### config.mk
export PLATFORM = sky130hd
export DESIGN_NAME = ratio_frontend
export DESIGN_NICKNAME = d
export VERILOG_FILES = /design/src/rtl/mojolock_pkg.sv /design/src/rtl/avg_accum.sv /design/src/rtl/ratio_frontend.sv
export SDC_FILE = /design/constraint.sdc
export NUM_CORES = 1
export LEC_CHECK = 0
export CAP_MARGIN = 20
export CORE_ASPECT_RATIO = 0.5
export CORE_MARGIN = 5
export CORE_UTILIZATION = 58
export CTS_CLUSTER_SIZE = 12
export DETAILED_ROUTE_END_ITERATION = 10
export GPL_ROUTABILITY_DRIVEN = 0
export GPL_TIMING_DRIVEN = 1
export PLACE_DENSITY = 0.81
export SYNTH_ARGS = -nofsm -noshare
export SYNTH_HDL_FRONTEND = slang
export SYNTH_HIERARCHICAL = 1
export SYNTH_SLANG_ARGS = --single-unit
### constraint.sdc
create_clock -name clk -period 3.71 [get_ports clk]
set_input_delay 1.113 -clock clk [delete_from_list [all_inputs] [get_ports clk]]
set_output_delay 1.113 -clock clk [all_outputs]
set_load 0.1 [all_outputs]
### src/rtl/mojolock_pkg.sv
// Shared widths and FSM state type for the ratio/normalising-divider front end.
package mojolock_pkg;

  localparam int unsigned ADC_W     = 16;
  localparam int unsigned SHIFT_W   = 4;
  localparam int unsigned LOG2N_MAX = 8;

  typedef enum logic {
    IDLE,
    WAIT
  } state_e;

endpackage

### src/rtl/avg_accum.sv
// One-channel block averager: accumulator, sample counter, final-sample strobe and shift/clamp.
// Define RATIO_FRONTEND_ROUND_EN for round-half-up instead of truncation.
module avg_accum
  import mojolock_pkg::*;
#(
  parameter int unsigned LOG2N     = 4,
  parameter bit          CLAMP_NEG = 1'b0
) (
  input  logic             clk,
  input  logic             rst,
  input  logic             in_valid,
  input  logic [ADC_W-1:0] din,
  output logic             last,
  output logic [ADC_W-1:0] avg
);

  localparam int unsigned AccW = ADC_W + LOG2N;
  localparam int unsigned CntW = (LOG2N > 0) ? LOG2N : 1;
  localparam logic [CntW-1:0] CntMax = CntW'((1 << LOG2N) - 1);

  logic [CntW-1:0]        cnt_q;
  logic signed [AccW-1:0] acc_q;
  logic signed [AccW-1:0] sum;
  logic signed [AccW:0]   biased;
  logic signed [AccW:0]   res;

  assign last = in_valid && (cnt_q == CntMax);
  // Sum includes the current sample so the completing edge sees the whole block.
  assign sum  = acc_q + AccW'($signed(din));

`ifdef RATIO_FRONTEND_ROUND_EN
  localparam int Half = (LOG2N > 0) ? (1 << (LOG2N - 1)) : 0;
  assign biased = (AccW + 1)'(sum) + (AccW + 1)'(Half);
`else
  assign biased = (AccW + 1)'(sum);
`endif

  assign res = biased >>> LOG2N;

  always_comb begin
    avg = res[ADC_W-1:0];
    if (CLAMP_NEG && res[AccW]) begin
      avg = '0;
    end else if (res > (AccW + 1)'(32767)) begin
      avg = 16'h7FFF;
    end else if (res < (AccW + 1)'(-32768)) begin
      avg = 16'h8000;
    end
  end

  always_ff @(posedge clk) begin
    if (rst) begin
      cnt_q <= '0;
      acc_q <= '0;
    end else if (in_valid) begin
      if (last) begin
        cnt_q <= '0;
        acc_q <= '0;
      end else begin
        cnt_q <= cnt_q + CntW'(1);
        acc_q <= sum;
      end
    end
  end

endmodule

### src/rtl/ratio_frontend.sv
// Block-averaging feeder for the normalising divider: issues averages with a start pulse,
// buffers one pending block while the divider is busy. Rounding via RATIO_FRONTEND_ROUND_EN.
module ratio_frontend
  import mojolock_pkg::*;
#(
  parameter int unsigned LOG2N = 4
) (
  input  logic               clk,
  input  logic               rst,
  input  logic               in_valid,
  input  logic [ADC_W-1:0]   ch0,
  input  logic [ADC_W-1:0]   ch1,
  input  logic [SHIFT_W-1:0] shift_in,
  input  logic               done,
  input  logic               clr_ovr,
  output logic               once,
  output logic [ADC_W-1:0]   out0,
  output logic [ADC_W-1:0]   out1,
  output logic [SHIFT_W-1:0] shift,
  output logic               busy,
  output logic               overrun
);

  logic             blk0, blk1, blk;
  logic [ADC_W-1:0] avg0, avg1;
  state_e           state_q;
  logic             pend_q;
  logic [ADC_W-1:0] pend0_q, pend1_q;

  avg_accum #(
    .LOG2N    (LOG2N),
    .CLAMP_NEG(1'b0)
  ) u_acc0 (
    .clk     (clk),
    .rst     (rst),
    .in_valid(in_valid),
    .din     (ch0),
    .last    (blk0),
    .avg     (avg0)
  );

  avg_accum #(
    .LOG2N    (LOG2N),
    .CLAMP_NEG(1'b1)
  ) u_acc1 (
    .clk     (clk),
    .rst     (rst),
    .in_valid(in_valid),
    .din     (ch1),
    .last    (blk1),
    .avg     (avg1)
  );

  assign blk = blk0 & blk1;

  always_ff @(posedge clk) begin
    if (rst) begin
      state_q <= IDLE;
      once    <= 1'b0;
      busy    <= 1'b0;
      overrun <= 1'b0;
      out0    <= '0;
      out1    <= '0;
      shift   <= '0;
      pend_q  <= 1'b0;
      pend0_q <= '0;
      pend1_q <= '0;
    end else begin
      once <= 1'b0;
      if (clr_ovr) overrun <= 1'b0;
      case (state_q)
        IDLE: begin
          if (blk) begin
            out0    <= avg0;
            out1    <= avg1;
            shift   <= shift_in;
            once    <= 1'b1;
            busy    <= 1'b1;
            state_q <= WAIT;
          end
        end
        WAIT: begin
          // done is ignored during the start-pulse cycle itself.
          if (done && !once) begin
            if (blk) begin
              out0   <= avg0;
              out1   <= avg1;
              shift  <= shift_in;
              once   <= 1'b1;
              pend_q <= 1'b0;
            end else if (pend_q) begin
              out0   <= pend0_q;
              out1   <= pend1_q;
              shift  <= shift_in;
              once   <= 1'b1;
              pend_q <= 1'b0;
            end else begin
              busy    <= 1'b0;
              state_q <= IDLE;
            end
          end else if (blk) begin
            pend0_q <= avg0;
            pend1_q <= avg1;
            pend_q  <= 1'b1;
            if (pend_q) overrun <= 1'b1;
          end
        end
        default: state_q <= IDLE;
      endcase
    end
  end

endmodule

Word-level counts from Yosys, hierarchy flattened
Cells that the tools add are included.

cells by class
  bitwise operators = 3
  shifts and indexed selects = 0
  reduce and logical (&&, ||, !) cells = 9
  magnitude comparators = 4
  $mul = 0
  eq/ne operators = 7
  divide/modulo/power cells = 0
  multiplexer cells = 42
  add/subtract/negate cells = 4

operators by type and width
  kind                  number
  $mux 16               13
  $pmux 16 s2           2
  $add 20x16->20        2
  $mux 20               2
  $gt 16x16->1 const B  2
  $lt 16x16->1 const B  2
  $mux 4                6
  $mux 1                15
  $add 4x1->4 const B   2
  $eq 4x4->1 const B    2
  $pmux 4 s2            1
  $ne 2x2->1 const B    3
  $pmux 1 s2            3
  $reduce_and 3->1      2
  $reduce_and 4->1      1
  $logic_and 1x1->1     3
  $ne 3x2->1 const B    1
  $ne 2x1->1 const B    1
  $not 1->1             2
  $reduce_and 2->1      1
  $reduce_bool 2->1     1
  $and 1x1->1           1
  $logic_not 1->1       1

word-level totals
  bits in latches = 0
  bits in registers = 121
  memories = 0
  word-level logic and storage cells = 83
  output and inout bits = 39
  input bits = 41
  RAM bits = 0
  ROM bits = 0

Depth between registers and ports, before layout
Gate-level depths: netlist (run 1).

  word-level depth = 8
  mapped depth = 12
  depth with buffers taken out = 12

Modules after synthesis
Netlist (run 1), hierarchy kept.

modules (own cells, without submodules)
  module              instances  cells each  sequential area each (µm²)  area an instance (µm²)
  ratio_frontend      1          385         1,461.4                     3,696.0
  avg_accum (u_acc1)  1          255         480.5                       1,954.4
  avg_accum (u_acc0)  1          237         480.5                       1,899.3

Worst setup path before layout (run 1)
OpenSTA, ideal clock, no wires.

  kind = input-to-reg
  start = input port ch0[15]
  end = register out0[15]
  buffers on the path = 1
  stages = 11
  slack = 0.280 ns
  setup time = 0.087 ns
  required time = 3.623 ns
  arrival = 3.343 ns
  cell sequence = ha_1 > buf_6 > a21o_1 > a21oi_2 > or3b_1 > or3_1 > and4b_4 > nor3_2 > xnor2_1 > o2bb2ai_1 > a221oi_2

between the ends
  word-level cells in the longest chain between the ends = 7
  elaborated cells on any way between the ends = 9
  those cells by class = 1 x add/sub; 2 x order compare; 6 x mux

ends and longest elaborated chain
  element               line                  source
  from (decl)           ratio_frontend.sv:11  input logic [ADC_W-1:0] ch0,
  $add 20x16->20 *      avg_accum.sv:29       assign sum = acc_q + AccW'($signed(din));
  $lt 16x16->1          avg_accum.sv:46       end else if (res < (AccW + 1)'(-32768)) begin
  $mux 16               avg_accum.sv:46
  $mux 16 *             avg_accum.sv:44       end else if (res > (AccW + 1)'(32767)) begin
  via avg0[15]          ratio_frontend.sv:25  logic [ADC_W-1:0] avg0, avg1;
  $mux 16               ratio_frontend.sv:85  if (blk) begin
  $mux 16               ratio_frontend.sv:84  if (done && !once) begin
  $pmux 16 s2 *         ratio_frontend.sv:71  case (state_q)
  to (signal assigned)  ratio_frontend.sv:74  out0 <= avg0;
  to (signal assigned)  ratio_frontend.sv:86  out0 <= avg0;
  to (signal assigned)  ratio_frontend.sv:92  out0 <= pend0_q;
  to (decl)             ratio_frontend.sv:17  output logic [ADC_W-1:0] out0,

Mark *: on every way through the listed nets, which the timed path passes. The rest lies on a longest branch. The select of a mux whose other input is x is not followed.
A chain may end at the register's enable or synchronous reset.

Final worst setup path (run 1)
  start = input port ch1[12]
  end = register out1[2]

between the ends
  word-level cells in the longest chain between the ends = 8
  elaborated cells on any way between the ends = 10
  those cells by class = 1 x add/sub; 2 x order compare; 7 x mux

ends and longest elaborated chain
  element               line                  source
  from (decl)           ratio_frontend.sv:12  input logic [ADC_W-1:0] ch1,
  $add 20x16->20 *      avg_accum.sv:29
  $lt 16x16->1          avg_accum.sv:46
  $mux 16               avg_accum.sv:46
  $mux 16               avg_accum.sv:44
  $mux 16 *             avg_accum.sv:42       if (CLAMP_NEG && res[AccW]) begin
  via avg1[2]           ratio_frontend.sv:25
  $mux 16               ratio_frontend.sv:85
  $mux 16               ratio_frontend.sv:84
  $pmux 16 s2 *         ratio_frontend.sv:71
  to (signal assigned)  ratio_frontend.sv:75  out1 <= avg1;
  to (signal assigned)  ratio_frontend.sv:87  out1 <= avg1;
  to (signal assigned)  ratio_frontend.sv:93  out1 <= pend1_q;
  to (decl)             ratio_frontend.sv:18  output logic [ADC_W-1:0] out1,

Marked as above.

==> impl_metrics.xml, run 1 <==
<?xml version="1.0" encoding="UTF-8"?>
<metrics>
  <group name="cells_and_area">
    <metric name="design.final.nets" unit="">1083</metric>
    <metric name="instances_no_fill" unit="">1182</metric>
    <metric name="antenna_cells" unit="">0</metric>
    <metric name="post_route_cells_drive_above_1_share" unit="%">22.6</metric>
    <metric name="fillerInstances" unit="">937</metric>
    <metric name="syn2layout_area_growth" unit="%">25.4</metric>
    <metric name="register_area" unit="µm²">2420</metric>
    <metric name="multi_input_area" unit="µm²">4600</metric>
  </group>
  <group name="synthesis">
    <metric name="synthesis.nets" unit="">960</metric>
    <metric name="dominant_register_cell_in_the_synthesized_netlist" unit="">sky130_fd_sc_hd__dfxtp_1</metric>
    <metric name="synthDominantCellAreaShare" unit="%">32.1</metric>
    <metric name="synth-edff-count" unit="">0</metric>
    <metric name="synth_cell_type_count" unit="">75</metric>
    <metric name="ys_top_cells_by_area" unit="">sky130_fd_sc_hd__dfxtp_1 32%, sky130_fd_sc_hd__ha_1 6.6%, sky130_fd_sc_hd__a221oi_2 6.4%, sky130_fd_sc_hd__a21oi_1 5.1%, sky130_fd_sc_hd__a22oi_1 4.1%</metric>
    <metric name="synthCells" unit="">877</metric>
    <metric name="asyncSetResetFlopFracSynth" unit="%">0</metric>
    <metric name="synthesis_stage_register_bit_count" unit="">121</metric>
    <metric name="ys_warn_count" unit="">6</metric>
    <metric name="mapped_cell_area" unit="µm²">7550</metric>
    <metric name="synth.yosys.seq_area_share" unit="%">32.1</metric>
    <metric name="syn-mean-instance-area" unit="µm²">8.61</metric>
    <metric name="netlist.top_cell.by_area" unit="">sky130_fd_sc_hd__dfxtp_1</metric>
  </group>
  <group name="critical_path">
    <metric name="arrival" unit="ns">3.95</metric>
    <metric name="critical_path_maximum_fanout" unit="">15</metric>
    <metric name="crit_path_start_kind" unit="">input port</metric>
    <metric name="worst-setup-path-type" unit="">in2reg</metric>
    <metric name="worst_ep_required_time" unit="ns">4.03</metric>
    <metric name="critical_path.endpoint_type" unit="">flip-flop</metric>
  </group>
  <group name="floorplan">
    <metric name="rows" unit="">29</metric>
    <metric name="fp.dieArea" unit="µm²">15500</metric>
    <metric name="die_w" unit="µm">171</metric>
    <metric name="core-area" unit="µm²">12700</metric>
    <metric name="ios" unit="">80</metric>
    <metric name="chipHeight" unit="µm">90.7</metric>
    <metric name="initial_core_utilization" unit="%">59.4</metric>
  </group>
  <group name="sta">
    <metric name="worst_slack" unit="ns">0.0832</metric>
    <metric name="finalCriticalPeriod" unit="ns">3.63</metric>
    <metric name="timing.final.hold_violations" unit="">0</metric>
    <metric name="setup_repair_after_global_routing_missed_its_margin" unit="">yes</metric>
    <metric name="final.setup_skew" unit="ns">0.0101</metric>
    <metric name="layout_worst_path_cycle_share" unit="%">97.8</metric>
    <metric name="tightestPinTransition" unit="ns">0.711</metric>
    <metric name="setup_viol_count_final" unit="">0</metric>
    <metric name="worst_rel_slew_slack" unit="%">52.4</metric>
    <metric name="max_freq" unit="MHz">276</metric>
    <metric name="final-max-slew-violation-count" unit="">0</metric>
  </group>
  <group name="global_route">
    <metric name="wire_length_of_the_first_global_routing_pass" unit="µm">34200</metric>
    <metric name="globalRouteOverflowTotal" unit="">0</metric>
    <metric name="global_route.usage.total" unit="%">26.6</metric>
    <metric name="grt_pass1_vias" unit="">7119</metric>
    <metric name="grt_antenna_before_repair" unit="">0</metric>
    <metric name="largest_net_degree_at_the_start_of_global_routing" unit="">56</metric>
  </group>
  <group name="placed_design">
    <metric name="place.port_buffers" unit="">79</metric>
    <metric name="detailed_place_hpwl" unit="µm">14100</metric>
    <metric name="worst_setup_timing_slack_at_the_placement_stage" unit="ns">-0.323</metric>
    <metric name="dp.cells" unit="">1150</metric>
  </group>
  <group name="clock_tree">
    <metric name="clk_root_buffer_cell" unit="">sky130_fd_sc_hd__clkbuf_16</metric>
    <metric name="cts_made_buffers" unit="">17</metric>
    <metric name="clock_tree.buffer_depth" unit="">2</metric>
    <metric name="h-tree-depth" unit="">4</metric>
    <metric name="clk_pin_slew" unit="ns">0.06</metric>
    <metric name="insertion_delay" unit="ns">0.42</metric>
    <metric name="tritoncts" unit="">yes</metric>
    <metric name="cts_hold_buf" unit="">0</metric>
    <metric name="cts.sink_count" unit="">121</metric>
  </group>
  <group name="power">
    <metric name="total_leakage_power" unit="nW">3.65</metric>
    <metric name="pwr_density_cell" unit="nW/µm²">452</metric>
    <metric name="max-vdd-ir-drop" unit="mV">0.252</metric>
    <metric name="p_total" unit="mW">4.28</metric>
  </group>
  <group name="drt">
    <metric name="finalWirelength" unit="µm">21000</metric>
    <metric name="avgViaCountPerCell" unit="">6.38</metric>
    <metric name="antenna_violating_nets_post_route" unit="">0</metric>
    <metric name="number_of_remaining_drc_errors" unit="">0</metric>
    <metric name="routed_wire_length_per_instance" unit="µm">17.8</metric>
    <metric name="number_of_drc_markers_in_iteration_0" unit="">731</metric>
    <metric name="vias" unit="">7539</metric>
    <metric name="drt_first_pass_iters" unit="">8</metric>
  </group>
  <group name="flow_run">
    <metric name="drv_cap" unit="">0</metric>
  </group>
  <group name="status">
    <metric name="run_status" unit="">finished clean</metric>
  </group>
  <group name="worst_hold_path">
    <metric name="hold_class" unit="">reg2reg</metric>
  </group>
</metrics>
## synthesized netlist by cell type, types with 3 or more instances
cell type / instances
sky130_fd_sc_hd__clkbuf_1: 43
sky130_fd_sc_hd__xnor2_1: 19
sky130_fd_sc_hd__o211ai_1: 3
sky130_fd_sc_hd__ha_1: 40
sky130_fd_sc_hd__a22oi_1: 41
sky130_fd_sc_hd__buf_2: 12
sky130_fd_sc_hd__buf_6: 7
sky130_fd_sc_hd__nor2b_1: 6
sky130_fd_sc_hd__o21ai_1: 8
sky130_fd_sc_hd__nor3_1: 8
sky130_fd_sc_hd__a211oi_1: 8
sky130_fd_sc_hd__a221oi_2: 32
sky130_fd_sc_hd__nand2_1: 44
sky130_fd_sc_hd__or3_1: 3
sky130_fd_sc_hd__dfxtp_1: 121
sky130_fd_sc_hd__a22o_1: 8
sky130_fd_sc_hd__and3_1: 6
sky130_fd_sc_hd__a221o_1: 4
sky130_fd_sc_hd__buf_1: 8
sky130_fd_sc_hd__nand3_1: 13
sky130_fd_sc_hd__inv_1: 48
sky130_fd_sc_hd__buf_4: 7
sky130_fd_sc_hd__a31oi_1: 3
sky130_fd_sc_hd__xor2_1: 10
sky130_fd_sc_hd__o31ai_1: 34
sky130_fd_sc_hd__a21o_1: 12
sky130_fd_sc_hd__mux2i_1: 6
sky130_fd_sc_hd__nand2b_1: 13
sky130_fd_sc_hd__nand4_1: 42
sky130_fd_sc_hd__o21ai_0: 31
sky130_fd_sc_hd__a21oi_1: 77
sky130_fd_sc_hd__o21a_1: 5
sky130_fd_sc_hd__o2bb2ai_1: 33
sky130_fd_sc_hd__nor2_1: 67
sky130_fd_sc_hd__and2_1: 6
## cell type report
cell class | instances | share of cell area, %
flip-flops and latches | 121 | 25.6
clock buffers | 23 | 5.15
clock inverters | 8 | 0.740
well taps | 170 | 2.25
multi-input cells | 630 | 48.6
repair buffers | 181 | 15.8
inverters | 49 | 1.94
## final timing paths
| kind | from | end | slack (ns) | depth (start not counted) |
|---|---|---|---|---|
| max reg2reg | u_acc1/acc_q[12] | out1[2] | 0.88 | 13 |
| min reg2reg | u_acc1/acc_q[2] | u_acc1/acc_q[2] | 0.46 | 2 |
| min | u_acc1/acc_q[2] | u_acc1/acc_q[2] | 0.46 | 2 |
| max | ch1[12] | out1[2] | 0.08 | 14 |
## kinds of logic after synthesis
kind of cell             share of synthesized area, %
AO/OA/AOI/OAI                                    33.6
AND/OR/NAND/NOR                                  14.8
adder cells (fa/ha/maj)                          7.16
flip-flops                                       32.1
buffers and inverters                            7.51
multiplexers                                     1.09
other                                          0.0497
XOR/XNOR                                         3.73
## repair_timing
item | 4_1_cts | 5_1_grt
endpoints found under the hold margin | 0 | 0
resized for setup | 0 | 7
setup buffers | 0 | 0
endpoints found under the setup margin | 0 | 25
## worst max-delay path: stages
cell                              delay, ns
sky130_fd_sc_hd__clkdlybuf4s50_1       0.40
sky130_fd_sc_hd__ha_1                  0.31
sky130_fd_sc_hd__a211oi_1              0.07
sky130_fd_sc_hd__buf_4                 0.14
sky130_fd_sc_hd__o211ai_1              0.29
sky130_fd_sc_hd__buf_4                 0.18
sky130_fd_sc_hd__a21oi_1               0.07
sky130_fd_sc_hd__a311oi_2              0.33
sky130_fd_sc_hd__and2_4                0.24
sky130_fd_sc_hd__xor2_4                0.08
sky130_fd_sc_hd__buf_12                0.16
sky130_fd_sc_hd__nor2_1                0.20
sky130_fd_sc_hd__o2bb2ai_1             0.11
sky130_fd_sc_hd__a221oi_2              0.24
## power by group
| part | internal, mW | switching, mW |
|---|---|---|
| combinational | 0.604 | 0.697 |
| clock | 0.981 | 0.582 |
| sequential | 1.37 | 0.0457 |
| total | 2.95 | 1.32 |
## per-stage QoR
stage	util (%)	hold WS, ns	instance area (µm²)	setup TNS [ns]
3_5_place_dp	69.7	0.452	8850	-8.18
4_1_cts	74.1	0.461	9410	0
3_3_place_gp	69.7	0.444	8850	-3.65
6_report	74.6	0.460	9470	0
5_1_grt	74.6	0.486	9470	-0.00608
2_1_floorplan	-	0.429	7550	0
## cell usage in the layout (no fill, tap or decap), drive strengths merged, types with 33 or more instances in the layout
cell	count
a22oi	42
o21ai	39
nor2	67
inv	48
ha	40
nand2	44
clkdlybuf4s50	38
a21oi	78
o2bb2ai	33
o31ai	34
dfxtp	121
nand4	42
buf	142
## per-layer routing
metal	GRT usage, %	part of all wire [%]	up-vias
met5	0	0	-
met4	7.71	1.7	0
met3	5.82	6.4	45
met2	44.4	49	322
met1	34.5	43	3626
li1	-	-	3546
## sequential cells by signal, summed over array words and instances, names as in the netlist
signal and cells:
u_acc0/acc_q 20, u_acc1/acc_q 20, out0 16, out1 16, pend0_q 16, pend1_q 16, shift 4, u_acc0/cnt_q 4
u_acc1/cnt_q 4, busy 1, once 1, overrun 1, pend_q 1, state_q 1
(Power assumes the default switching activity.)
==> run 2: changes to the inputs <==
- CTS_BUF_LIST: default -> sky130_fd_sc_hd__clkbuf_16
==> impl_metrics.xml, run 2 (synthesis gave the netlist of run 1 again) <==
<?xml version="1.0" encoding="UTF-8"?>
<metrics>
  <group name="placed_design">
    <metric name="detailed_place_hpwl" unit="µm">14100</metric>
    <metric name="place_area" unit="µm²">8850</metric>
    <metric name="worst_setup_timing_slack_at_the_placement_stage" unit="ns">-0.323</metric>
    <metric name="place.port_buffers" unit="">79</metric>
  </group>
  <group name="global_route">
    <metric name="global_route.usage.total" unit="%">26.5</metric>
    <metric name="largest_net_degree_at_the_start_of_global_routing" unit="">56</metric>
    <metric name="wire_length_of_the_first_global_routing_pass" unit="µm">34200</metric>
    <metric name="grt_antenna_before_repair" unit="">0</metric>
    <metric name="grt_pass1_vias" unit="">7161</metric>
    <metric name="globalRouteOverflowTotal" unit="">0</metric>
  </group>
  <group name="status">
    <metric name="run_status" unit="">finished clean</metric>
  </group>
  <group name="cells_and_area">
    <metric name="final_common_cell" unit="">sky130_fd_sc_hd__buf_4</metric>
    <metric name="most-common-layout-cells" unit="">140 x sky130_fd_sc_hd__buf_4, 120 x sky130_fd_sc_hd__dfxtp_1, 77 x sky130_fd_sc_hd__a21oi_1</metric>
    <metric name="finish.instance_area" unit="µm²">9430</metric>
    <metric name="antenna_cells" unit="">0</metric>
    <metric name="post_route_cells_drive_above_1_share" unit="%">22.3</metric>
    <metric name="design.final.nets" unit="">1083</metric>
    <metric name="fillerInstances" unit="">949</metric>
    <metric name="finish.utilization" unit="%">74.3</metric>
    <metric name="biggestRegsByFlops" unit="">u_acc0/acc_q x20, u_acc1/acc_q x20</metric>
    <metric name="syn2layout_area_growth" unit="%">24.9</metric>
  </group>
  <group name="floorplan">
    <metric name="rows" unit="">29</metric>
    <metric name="initial_core_utilization" unit="%">59.4</metric>
    <metric name="core-area" unit="µm²">12700</metric>
    <metric name="die_w" unit="µm">171</metric>
    <metric name="fp.dieArea" unit="µm²">15500</metric>
    <metric name="chipHeight" unit="µm">90.7</metric>
    <metric name="ios" unit="">80</metric>
  </group>
  <group name="power">
    <metric name="max-vdd-ir-drop" unit="mV">0.257</metric>
    <metric name="p_total" unit="mW">4.19</metric>
    <metric name="pwr_density_cell" unit="nW/µm²">444</metric>
    <metric name="total_leakage_power" unit="nW">3.64</metric>
  </group>
  <group name="critical_path">
    <metric name="worst-setup-path-type" unit="">in2reg</metric>
    <metric name="crit_path_start_kind" unit="">input port</metric>
    <metric name="arrival" unit="ns">3.95</metric>
    <metric name="critical_path.endpoint_type" unit="">flip-flop</metric>
    <metric name="critical_path_maximum_fanout" unit="">15</metric>
    <metric name="worst_ep_required_time" unit="ns">4.03</metric>
  </group>
  <group name="drt">
    <metric name="avgViaCountPerCell" unit="">6.34</metric>
    <metric name="number_of_drc_markers_in_iteration_0" unit="">649</metric>
    <metric name="routed_wire_length_per_instance" unit="µm">17.8</metric>
    <metric name="number_of_remaining_drc_errors" unit="">0</metric>
    <metric name="drt_first_pass_iters" unit="">5</metric>
    <metric name="finalWirelength" unit="µm">21100</metric>
    <metric name="vias" unit="">7488</metric>
    <metric name="antenna_violating_nets_post_route" unit="">0</metric>
  </group>
  <group name="clock_tree">
    <metric name="tritoncts" unit="">yes</metric>
    <metric name="h-tree-depth" unit="">4</metric>
    <metric name="cts_made_buffers" unit="">17</metric>
    <metric name="clock_tree.buffer_depth" unit="">2</metric>
    <metric name="insertion_delay" unit="ns">0.41</metric>
    <metric name="cts.sink_count" unit="">121</metric>
    <metric name="post_cts_buffers" unit="">0</metric>
    <metric name="clk_root_buffer_cell" unit="">sky130_fd_sc_hd__clkbuf_16</metric>
    <metric name="clk_pin_slew" unit="ns">0.06</metric>
  </group>
  <group name="sta">
    <metric name="max_freq" unit="MHz">276</metric>
    <metric name="worst_rel_slew_slack" unit="%">53.0</metric>
    <metric name="tightestPinTransition" unit="ns">0.703</metric>
    <metric name="setup_viol_count_final" unit="">0</metric>
    <metric name="setup_total_negative_slack" unit="ns">0</metric>
    <metric name="finalCriticalPeriod" unit="ns">3.63</metric>
    <metric name="layout_worst_path_cycle_share" unit="%">97.8</metric>
    <metric name="timing.final.hold_violations" unit="">0</metric>
    <metric name="final.setup_skew" unit="ns">0.00943</metric>
    <metric name="setup_repair_after_global_routing_missed_its_margin" unit="">no</metric>
    <metric name="final-max-slew-violation-count" unit="">0</metric>
    <metric name="worst_slack" unit="ns">0.0823</metric>
  </group>
  <group name="flow_run">
    <metric name="drv_cap" unit="">0</metric>
  </group>
  <group name="worst_hold_path">
    <metric name="hold_class" unit="">reg2reg</metric>
  </group>
</metrics>
run 2: timing repair:
item                                   4_1_cts  5_1_grt
hold buffers                                 0        0
endpoints found under the hold margin        0        0
setup endpoints to repair                    0       26
gates resized for setup                      0        9
run 2: report_power, final:
| group | switching [mW] | internal [mW] |
|---|---|---|
| sequential | 0.0461 | 1.37 |
| clock | 0.575 | 0.892 |
| combinational | 0.700 | 0.606 |
| total | 1.32 | 2.87 |
run 2: path summary, 6_finish.rpt:
check,depth (start not counted),slack [ns],end,start
max,14,0.08,out1[2],ch1[12]
min,2,0.46,u_acc1/acc_q[2],u_acc1/acc_q[2]
max reg2reg,13,0.88,out1[2],u_acc1/acc_q[12]
min reg2reg,2,0.46,u_acc1/acc_q[2],u_acc1/acc_q[2]
run 2: final cells by class:
cell class              instances  area (µm²)  area share (%)
clock inverters                14        92.6           0.982
inverters                      49         184            1.95
well taps                     170         213            2.26
flip-flops and latches        121        2420            25.7
clock buffers                  17         425            4.51
repair buffers                181        1490            15.8
multi-input cells             630        4600            48.8
run 2: worst max-delay path, stage by stage:
cell	delay [ns]
sky130_fd_sc_hd__clkdlybuf4s50_1	0.40
sky130_fd_sc_hd__ha_1	0.31
sky130_fd_sc_hd__a211oi_1	0.07
sky130_fd_sc_hd__buf_4	0.14
sky130_fd_sc_hd__o211ai_1	0.29
sky130_fd_sc_hd__buf_4	0.18
sky130_fd_sc_hd__a21oi_1	0.07
sky130_fd_sc_hd__a311oi_2	0.33
sky130_fd_sc_hd__and2_4	0.24
sky130_fd_sc_hd__xor2_4	0.08
sky130_fd_sc_hd__buf_12	0.16
sky130_fd_sc_hd__nor2_1	0.20
sky130_fd_sc_hd__o2bb2ai_1	0.11
sky130_fd_sc_hd__a221oi_2	0.24
run 2: per-layer routing:
| layer | GRT usage (%) | routed length [µm] | vias to the layer above |
|---|---|---|---|
| met1 | 34.0 | 9090 | 3592 |
| met2 | 44.7 | 10300 | 309 |
| met4 | 8.37 | 336 | 0 |
| met5 | 0 | 0 | - |
| met3 | 5.60 | 1380 | 43 |
| li1 | - | - | 3544 |
run 2: stage by stage:
step	hold slack, ns	std cells
6_report	0.460	1182
5_1_grt	0.486	1182
4_1_cts	0.461	1181
3_5_place_dp	0.452	1150
3_3_place_gp	0.444	1150
2_1_floorplan	0.429	877
